[config.mk]
export PLATFORM = sky130hd
export DESIGN_NAME = rom_burst_sync_flat
export DESIGN_NICKNAME = d
export VERILOG_FILES = /design/src/rtl/rom_burst_sync_if.sv /design/src/rtl/rom_burst_sync.sv /design/src/flat_wrapper.sv
export SDC_FILE = /design/constraint.sdc
export NUM_CORES = 1
export LEC_CHECK = 0
export BUFFER_PORTS_ARGS = -buffer_cell sky130_fd_sc_hd__buf_2
export CORE_AREA = 2 2 51 53
export DETAILED_ROUTE_END_ITERATION = 10
export DIE_AREA = 0 0 53 55
export GPL_ROUTABILITY_DRIVEN = 0
export PLACE_DENSITY = 0.78
export REMOVE_ABC_BUFFERS = 1
export SLEW_MARGIN = 20
export SYNTH_ARGS = -nofsm -noshare
export SYNTH_HDL_FRONTEND = slang
export SYNTH_SLANG_ARGS = --single-unit
[constraint.sdc]
create_clock -name clk -period 2.9 [get_ports clk]
set_input_delay 0.145 -clock clk [delete_from_list [all_inputs] [get_ports clk]]
set_output_delay 0.145 -clock clk [all_outputs]
set_load 0.01 [all_outputs]
[src/rtl/rom_burst_sync_if.sv]
// Burst request / response bus for rom_burst_sync.
// Optional rsp_parity exists only when ROM_PARITY_EN is defined.
interface rom_burst_sync_if #(
  parameter int DW = 8,
  parameter int AW = 3
);
  logic          req_valid;
  logic          req_ready;
  logic [AW-1:0] req_addr;
  logic [AW-1:0] req_len;
  logic          rsp_valid;
  logic          rsp_ready;
  logic [DW-1:0] rsp_data;
  logic          rsp_last;
  logic          rsp_err;
`ifdef ROM_PARITY_EN
  logic          rsp_parity;

  modport master (
    output req_valid, req_addr, req_len, rsp_ready,
    input  req_ready, rsp_valid, rsp_data, rsp_last,
    input  rsp_err, rsp_parity
  );

  modport slave (
    input  req_valid, req_addr, req_len, rsp_ready,
    output req_ready, rsp_valid, rsp_data, rsp_last,
    output rsp_err, rsp_parity
  );
`else
  modport master (
    output req_valid, req_addr, req_len, rsp_ready,
    input  req_ready, rsp_valid, rsp_data, rsp_last,
    input  rsp_err
  );

  modport slave (
    input  req_valid, req_addr, req_len, rsp_ready,
    output req_ready, rsp_valid, rsp_data, rsp_last,
    output rsp_err
  );
`endif
endinterface

[src/rtl/rom_burst_sync.sv]
// Synchronous-read program ROM streaming bursts over valid/ready.
// Optional feature macro ROM_PARITY_EN adds rsp_parity on the bus.
module rom_burst_sync #(
  parameter int    DW        = 8,
  parameter int    AW        = 3,
  parameter int    DEPTH     = 8,
  parameter int    LAT       = 1,
  parameter string INIT_FILE = ""
) (
  input  logic             clk,
  input  logic             rst,
  rom_burst_sync_if.slave  bus,
  output logic             busy
);
  localparam int NS = LAT + 1;
  localparam logic [AW:0]   DEPTH_V = (AW+1)'(DEPTH);
  localparam logic [AW-1:0] LAST_A  = AW'(DEPTH - 1);

  typedef enum logic [1:0] {
    IDLE,
    BURST,
    DRAIN
  } state_t;

  state_t        state;
  logic [AW-1:0] cur_addr;
  logic [AW-1:0] remain;
  logic [AW-1:0] next_addr;
  logic [DW-1:0] rd_word;
  logic          in_range;
  logic          en;
  logic          issue;

  logic [NS-1:0] v_q;
  logic [NS-1:0] l_q;
  logic [NS-1:0] e_q;
  logic [DW-1:0] d_q [NS];
`ifdef ROM_PARITY_EN
  logic [NS-1:0] p_q;
`endif

  function automatic logic [DW-1:0] def_word(
    input logic [AW-1:0] a
  );
    logic [7:0] b;
    b = 8'h00;
    case (32'(a))
      0:       b = 8'h08;
      1:       b = 8'h19;
      2:       b = 8'h4A;
      3:       b = 8'h63;
      4:       b = 8'h84;
      5:       b = 8'hA8;
      default: b = 8'h00;
    endcase
    return DW'(b);
  endfunction

  assign rd_word   = def_word(cur_addr);

  assign in_range  = {1'b0, cur_addr} < DEPTH_V;
  assign next_addr = (cur_addr == LAST_A) ? '0
                   : cur_addr + 1'b1;
  assign en        = !v_q[NS-1] || bus.rsp_ready;
  assign issue     = (state == BURST) && en;

  assign bus.req_ready = (state == IDLE) && !rst;
  assign bus.rsp_valid = v_q[NS-1];
  assign bus.rsp_last  = l_q[NS-1];
  assign bus.rsp_err   = e_q[NS-1];
  assign bus.rsp_data  = d_q[NS-1];
`ifdef ROM_PARITY_EN
  assign bus.rsp_parity = p_q[NS-1];
`endif
  assign busy = (state != IDLE);

  always_ff @(posedge clk) begin
    if (rst) begin
      state    <= IDLE;
      cur_addr <= '0;
      remain   <= '0;
      v_q      <= '0;
      l_q      <= '0;
      e_q      <= '0;
`ifdef ROM_PARITY_EN
      p_q      <= '0;
`endif
      for (int i = 0; i < NS; i++) d_q[i] <= '0;
    end else begin
      if (en) begin
        for (int i = 1; i < NS; i++) begin
          v_q[i] <= v_q[i-1];
          l_q[i] <= l_q[i-1];
          e_q[i] <= e_q[i-1];
          d_q[i] <= d_q[i-1];
`ifdef ROM_PARITY_EN
          p_q[i] <= p_q[i-1];
`endif
        end
        v_q[0] <= issue;
        l_q[0] <= issue && (remain == '0);
        e_q[0] <= issue && !in_range;
        d_q[0] <= (issue && in_range) ? rd_word : '0;
`ifdef ROM_PARITY_EN
        p_q[0] <= (issue && in_range) ? ^rd_word : 1'b0;
`endif
      end
      unique case (state)
        IDLE: begin
          if (bus.req_valid) begin
            cur_addr <= bus.req_addr;
            remain   <= bus.req_len;
            state    <= BURST;
          end
        end
        BURST: begin
          if (en) begin
            cur_addr <= next_addr;
            remain   <= remain - 1'b1;
            if (remain == '0) state <= DRAIN;
          end
        end
        DRAIN: begin
          if (bus.rsp_valid && bus.rsp_ready
              && bus.rsp_last)
            state <= IDLE;
        end
        default: state <= IDLE;
      endcase
    end
  end
endmodule
[src/flat_wrapper.sv]
// flat-port wrapper written by rule: the top's interface ports become plain ports
module rom_burst_sync_flat 
#(
  parameter int    DW        = 8,
  parameter int    AW        = 3,
  parameter int    DEPTH     = 8,
  parameter int    LAT       = 1,
  parameter string INIT_FILE = ""
)
  (clk, rst, busy, bus_req_valid, bus_req_addr, bus_req_len, bus_rsp_ready, bus_req_ready, bus_rsp_valid, bus_rsp_data, bus_rsp_last, bus_rsp_err);
  rom_burst_sync_if #(.DW(DW), .AW(AW)) bus_i ();
  input  logic clk;
  input  logic rst;
  output logic busy;
  input wire logic [$bits(bus_i.req_valid)-1:0] bus_req_valid;
  input wire logic [$bits(bus_i.req_addr)-1:0] bus_req_addr;
  input wire logic [$bits(bus_i.req_len)-1:0] bus_req_len;
  input wire logic [$bits(bus_i.rsp_ready)-1:0] bus_rsp_ready;
  output wire logic [$bits(bus_i.req_ready)-1:0] bus_req_ready;
  output wire logic [$bits(bus_i.rsp_valid)-1:0] bus_rsp_valid;
  output wire logic [$bits(bus_i.rsp_data)-1:0] bus_rsp_data;
  output wire logic [$bits(bus_i.rsp_last)-1:0] bus_rsp_last;
  output wire logic [$bits(bus_i.rsp_err)-1:0] bus_rsp_err;
  assign bus_i.req_valid = bus_req_valid;
  assign bus_i.req_addr = bus_req_addr;
  assign bus_i.req_len = bus_req_len;
  assign bus_i.rsp_ready = bus_rsp_ready;
  assign bus_req_ready = bus_i.req_ready;
  assign bus_rsp_valid = bus_i.rsp_valid;
  assign bus_rsp_data = bus_i.rsp_data;
  assign bus_rsp_last = bus_i.rsp_last;
  assign bus_rsp_err = bus_i.rsp_err;
  rom_burst_sync #(.DW(DW), .AW(AW), .DEPTH(DEPTH), .LAT(LAT), .INIT_FILE(INIT_FILE)) u_core (.clk(clk), .rst(rst), .bus(bus_i), .busy(busy));
endmodule
==> results of run 1 <==
[metrics by stage]
step | worst slack [ns] | util | hold slack, ns
finish | 0.821 | 0.596 | 0.178
global route | 0.684 | 0.596 | 0.178
CTS | 0.837 | 0.596 | 0.168
detailed placement | 0.880 | 0.580 | 0.481
global placement | 1.02 | 0.580 | 0.448
floorplan | 1.17 | - | 0.210
[Yosys cell counts, types with 2 or more instances]
master | count | area, sq um
nor2_1 | 17 | 63.8
edfxtp_1 | 14 | 420
dfxtp_1 | 12 | 240
a21oi_1 | 11 | 55.1
buf_4 | 10 | 75.1
ha_1 | 8 | 100
and2_1 | 7 | 43.8
inv_1 | 6 | 22.5
a211oi_2 | 5 | 62.6
nand2b_1 | 5 | 31.3
nor3_1 | 4 | 20.0
nor2b_1 | 3 | 18.8
nor3b_1 | 3 | 22.5
a21oi_2 | 2 | 17.5
buf_6 | 2 | 22.5
nand2_1 | 2 | 7.51
o21bai_1 | 2 | 15.0
[worst paths after layout]
kind                                startpoint  slack [ns]                 to
worst max-delay path             u_core.v_q[1]        0.82  u_core.d_q[0][12]
worst min-delay path            bus_req_len[1]        0.18   u_core.remain[1]
worst max register to register   u_core.v_q[1]        0.82  u_core.d_q[0][12]
worst min register to register   u_core.l_q[0]        0.50      u_core.l_q[0]
[flip-flops by register name, summed over array words and instances, names as in the netlist]
| name | cells |
|---|---|
| u_core.remain | 3 |
| u_core.l_q | 2 |
| u_core.cur_addr | 3 |
| u_core.v_q | 2 |
| u_core.d_q | 14 |
| u_core.state | 2 |
[final cells by class]
class | count | share of cell area
sequential | 26 | 0.469
clock buffer | 4 | 0.0258
inverter | 6 | 0.0160
multi-input combinational | 80 | 0.388
timing repair buffer | 21 | 0.0746
tap | 30 | 0.0266
[per-layer routing]
metal,global-route usage,wire (um),vias up,part of all wire
li1,-,-,444,-
met1,0.177,870,398,0.43
met2,0.271,1060,22,0.52
met3,0.0242,84,4,0.041
met4,0.0769,30,0,0.015
met5,0,0,-,0
[cell families (layout without fill, tap and decap cells)]
group / after synthesis / in the layout
other: 1 / 1
and+or+nand+nor: 46 / 46
DFF: 26 / 26
adders and majority gates: 8 / 8
AOI/OAI and AO/OA: 24 / 24
buffers and inverters: 20 / 31
muxes: 1 / 1
[power groups by stage]
stage                     clock network, uW  registers [uW]  logic [uW]
after floorplan                           0             456         136
after global placement                    0             457         178
after detailed placement                  0             458         188
after CTS                               189             450         188
after global routing                    197             455         213
final                                   180             450         186
[critical path: cells and delay by family, from the launching register on]
kind             cells  cell delay, ns
and+or+nand+nor      2            1.32
DFF                  1            0.37
==> results.py, run 1 <==
metrics = {
    "status": {
        "status": "finished, final reports clean",
    },
    "yosys": {
        "synth_top_family_by_area": "simple AND/OR/NAND/NOR gates",
        "synth_compound_area_frac": 0.138,
        "syn_inst": 126,
        "synth_top_flop_cell": "edfxtp_1",
        "ys_warn_count": 0,
        "ys_seq_elements": 26,
        "syn_area_per_cell_sq_um": 10.6,
        "yosysUniqueCellTypes": 30,
        "synth-seq-area-share": 0.494,
        "synth_xor_area_frac": 0,
        "yosys.area_share.simple": 0.186,
        "yosys-mux-area-fraction": 0.00749,
        "syn_area_sq_mm": 0.00134,
        "async_flop_share": 0,
        "synth-adder-area-share": 0.0749,
        "synth_edf_count": 14,
    },
    "finish": {
        "multi_input_area_sq_um": 547,
        "final_nets": 156,
        "seq_area_sq_um": 661,
        "layout-drive-gt1-share": 0.270,
        "diodes": 0,
        "mostFrequentLayoutCell": "buf_2",
        "layout_common_cells": "21 x buf_2, 17 x nor2_1, 14 x edfxtp_1",
        "fill_cells": 222,
        "stdcell_count": 167,
        "syn_to_final_growth_pct": 5.43,
        "stdcell_area_sq_mm": 0.00141,
    },
    "detailed_routing": {
        "wl_per_cell_um": 12.2,
        "drt_iter0_drc": 18,
        "final_antenna_net_count": 0,
        "wirelength_mm": 2.04,
        "routed_via_density": 5.20,
        "drt-pass1-iter-count": 4,
        "drc": 0,
        "vias": 868,
    },
    "grt": {
        "grt_pass1_vias": 756,
        "grt_pass1_wl_mm": 3.14,
        "grt_max_degree": 16,
        "antenna_found_initial": 0,
        "gr-total-overflow": 0,
        "grtUsageTotal": 0.151,
    },
    "setup_path": {
        "crit_fanout": 14,
        "worst_ep_required_time_ns": 2.84,
        "cpMaxStageDelayCell": "nor2b_1",
        "max_stage_delay_ns": 0.74,
        "critPathKind": "flop to flop",
        "reg2reg_depth": 2,
        "cp.arrival_ns": 2.02,
        "setup.worst_path.end_class": "flop",
        "crit_chain": "nor2b_1 -> nand2b_1",
        "cp-start-kind": "flop",
    },
    "cts": {
        "ctsHoldBuffers": 0,
        "cts_tree": "built",
        "htreeDepth": 1,
        "cts_num_sinks": 26,
        "clock_latency_ns": 0.32,
        "cts_root_buffer": "clkbuf_4",
        "postCtsSetupBuffers": 0,
        "post_cts_resized": 0,
        "clock_path_buffers": 2,
        "numCtsBuffers": 3,
        "cts.reportedPaths.clkPinSlew_ns": 0.13,
    },
    "power_and_ir_drop": {
        "leakagePower_uw": 0.000605,
        "p_comb_frac": 0.227,
        "p_switching_uw": 240,
        "seq_power_share": 0.552,
        "swShare": 0.294,
        "peakVddDrop_mv": 0.377,
        "p_int_uw": 576,
        "p_total_uw": 816,
        "clkPwrFrac": 0.221,
        "p_per_area_mw_per_mm2": 579,
    },
    "worst_hold_path": {
        "worstHoldPathCells": 3,
        "hp-class": "input port to flop",
    },
    "sta": {
        "fmax_mhz": 481,
        "rsz0062_at_grt": "no",
        "finalMaxSlewViolations": 0,
        "worst_slew_pin_slew_ns": 0.909,
        "post-route-min-period_ns": 2.08,
        "hold_violations": 0,
        "setup_violations": 0,
        "finalCritPeriodShare": 0.717,
        "max-slew-margin-rel": 0.393,
        "skew_ns": 0.00551,
        "setup_tns_ns": 0,
    },
    "placement": {
        "dp.cells": 163,
        "dpl-instance-area_sq_mm": 0.00137,
        "dp_hpwl_mm": 1.53,
        "io_buffers": 21,
    },
    "floorplanning": {
        "fp-row-count": 18,
        "initial_core_util": 0.565,
        "core_area_sq_mm": 0.00236,
        "die_h_um": 55,
        "die_x_um": 53,
        "dieArea_sq_mm": 0.00292,
        "ios": 23,
    },
    "flow_run": {
        "drv_cap": 0,
    },
}
No activity file was read; power rests on OpenSTA's default activity.
==> inputs of run 2 (changes only) <==
ABC_AREA = 1   (was default)
CORE_AREA = 2 2 56 58   (was 2 2 51 53)
DIE_AREA = 0 0 58 60   (was 0 0 53 55)
PLACE_DENSITY = 0.69   (was 0.78)
clock period = 1.7 ns   (was 2.9 ns; I/O delays follow)
==> run 2 against run 1 <==
Compared with the run above:
- fmax up 41%
- critical path depth up 4
- cell area up 6.0%
- critical path type unchanged
- largest cell class unchanged
==> results.py, run 2 <==
metrics = {
    "status": {
        "status": "finished, final reports clean",
    },
    "yosys": {
        "synth_top_family_by_area": "simple AND/OR/NAND/NOR gates",
        "yosysUniqueCellTypes": 21,
        "synth_edf_count": 14,
        "yosys-mux-area-fraction": 0,
        "yosys.area.top_type": "edfxtp_1",
        "synth_top_area_frac": 0.309,
        "synth_xor_area_frac": 0,
        "synth-adder-area-share": 0.0736,
        "synth_compound_area_frac": 0.0616,
        "ys_warn_count": 0,
        "yosys-top-cells-count": "38 x nand2_1, 33 x nor2_1, 22 x inv_1",
        "synth-seq-area-share": 0.486,
        "yosysMostFrequentCell": "nand2_1",
        "ys_seq_elements": 26,
        "async_flop_share": 0,
        "yosys.area_share.simple": 0.243,
        "syn_area_per_cell_sq_um": 8.14,
        "netlist_top_cells_area": "edfxtp_1 31%, dfxtp_1 18%, nand2_1 10%",
        "synth_top_flop_cell": "edfxtp_1",
        "syn_area_sq_mm": 0.00136,
        "syn_inst": 167,
    },
    "finish": {
        "final_nets": 202,
        "layout-drive-gt1-share": 0.186,
        "largestRegisters": "u_core.d_q (14), u_core.cur_addr (3), u_core.remain (3)",
        "diodes": 0,
        "largest_reg_flops": 14,
        "syn_to_final_growth_pct": 9.75,
        "multi_input_area_sq_um": 518,
        "mostFrequentLayoutCell": "nand2_1",
        "layout_common_cells": "38 x nand2_1, 33 x nor2_1, 22 x inv_1",
        "seq_area_sq_um": 661,
        "largest-register": "u_core.d_q",
        "fill_cells": 276,
    },
    "floorplanning": {
        "core_area_sq_mm": 0.00290,
        "fp-row-count": 20,
        "die_h_um": 60,
        "die_x_um": 58,
        "ios": 23,
        "dieArea_sq_mm": 0.00348,
        "initial_core_util": 0.469,
    },
    "sta": {
        "final.setup.worst_slack_ns": 0.230,
        "post-route-min-period_ns": 1.47,
        "setup_violations": 0,
        "skew_ns": 0.00296,
        "max-slew-margin-rel": 0.606,
        "rsz0062_at_grt": "no",
        "worst_slew_pin_slew_ns": 0.590,
        "finalCritPeriodShare": 0.864,
        "finalMaxSlewViolations": 0,
        "setup_tns_ns": 0,
        "hold_violations": 0,
        "fmax_mhz": 680,
    },
    "setup_path": {
        "crit_fanout": 6,
        "cp-start-kind": "flop",
        "setup.worst_path.end_class": "flop",
        "critPathKind": "flop to flop",
        "worst_ep_required_time_ns": 1.80,
        "cp.arrival_ns": 1.57,
    },
    "worst_hold_path": {
        "hp-class": "input port to flop",
    },
    "power_and_ir_drop": {
        "peakVddDrop_mv": 0.517,
        "clkPwrFrac": 0.275,
        "p_comb_frac": 0.234,
        "leakagePower_uw": 0.000733,
        "p_switching_uw": 450,
        "p_per_area_mw_per_mm2": 1030,
        "swShare": 0.291,
        "seq_power_share": 0.491,
        "p_int_uw": 1090,
    },
    "grt": {
        "grt_max_degree": 17,
        "grt_pass1_wl_mm": 3.48,
        "gr-total-overflow": 0,
        "antenna_found_initial": 0,
        "grtUsageTotal": 0.132,
        "grt_pass1_vias": 879,
    },
    "placement": {
        "place_ws_ns": 0.238,
        "io_buffers": 21,
        "dp_hpwl_mm": 1.62,
    },
    "detailed_routing": {
        "wirelength_mm": 2.11,
        "routed_via_density": 4.57,
        "drc": 0,
        "final_antenna_net_count": 0,
        "vias": 987,
        "drt_iter0_drc": 16,
        "drt-pass1-iter-count": 4,
        "wl_per_cell_um": 9.78,
    },
    "cts": {
        "cts_num_sinks": 26,
        "cts_root_buffer": "clkbuf_4",
        "cts.reportedPaths.clkPinSlew_ns": 0.14,
        "clock_path_buffers": 2,
        "cts_tree": "built",
        "clock_latency_ns": 0.32,
        "numCtsBuffers": 3,
        "htreeDepth": 1,
    },
    "flow_run": {
        "drv_cap": 0,
    },
}
run 2: kinds of logic (layout without fill, tap and decap cells):
group | after synthesis | in the layout
fa+ha+maj | 8 | 8
compound gates | 16 | 16
buf+inv | 36 | 52
simple gates | 80 | 80
other cells | 1 | 1
flops | 26 | 26
run 2: layer usage:
metal  vias up  track usage  part of all wire
li1        537            -                 -
met1       426        0.138              0.45
met2        20        0.258              0.50
met3         4       0.0260             0.043
met4         0       0.0498             0.014
met5         -            0                 0
run 2: final timing paths:
path,depth (start not counted),startpoint,slack [ns],end
max reg2reg,6,u_core.cur_addr[0],0.23,u_core.d_q[0][5]
max,6,u_core.cur_addr[0],0.23,u_core.d_q[0][5]
min,5,bus_req_len[2],0.08,u_core.remain[2]
min reg2reg,2,u_core.v_q[0],0.49,u_core.v_q[0]
run 2: final cells by class:
class                   instances  share of cell area
flip-flops and latches         26               0.443
multi-input cells             105               0.347
repair buffers                 24              0.0872
inverters                      24              0.0604
well taps                      33              0.0277
clock inverters                 1              0.0201
clock buffers                   3              0.0151
run 2: critical path, cell delays in order, from the launching register on:
cell and delay, ns:
dfxtp_1 0.39, ha_1 0.24, ha_1 0.21, a21oi_1 0.16, nand2_1 0.08, nand3_2 0.11, nor2_1 0.06
run 2: metrics by stage:
stage / hold slack (ns) / std cells / area [sq um] / utilization / total power, uW
4_1_cts: 0.0710 / 216 / 1490 / 0.514 / 1560
5_1_grt: 0.106 / 216 / 1490 / 0.514 / 1640
6_report: 0.0778 / 216 / 1490 / 0.514 / 1540
3_3_place_gp: 0.309 / 211 / 1430 / 0.493 / 1120
2_1_floorplan: 0.154 / 155 / 1270 / - / 1030
3_5_place_dp: 0.317 / 211 / 1430 / 0.493 / 1130
run 2: what timing repair did:
| action | CTS | global route |
|---|---|---|
| hold endpoints to repair | 3 | 0 |
| endpoints found under the setup margin | 0 | 0 |
| resized for setup | 0 | 0 |
| buffers inserted | 0 | 0 |
| hold buffers | 1 | 0 |
run 2: power by group through the flow:
| stage | combinational [uW] | sequential, uW | clock, uW |
|---|---|---|---|
| floorplan | 261 | 771 | 0 |
| global placement | 351 | 768 | 0 |
| detailed placement | 362 | 772 | 0 |
| CTS | 365 | 759 | 436 |
| global route | 423 | 766 | 455 |
| finish | 361 | 757 | 425 |
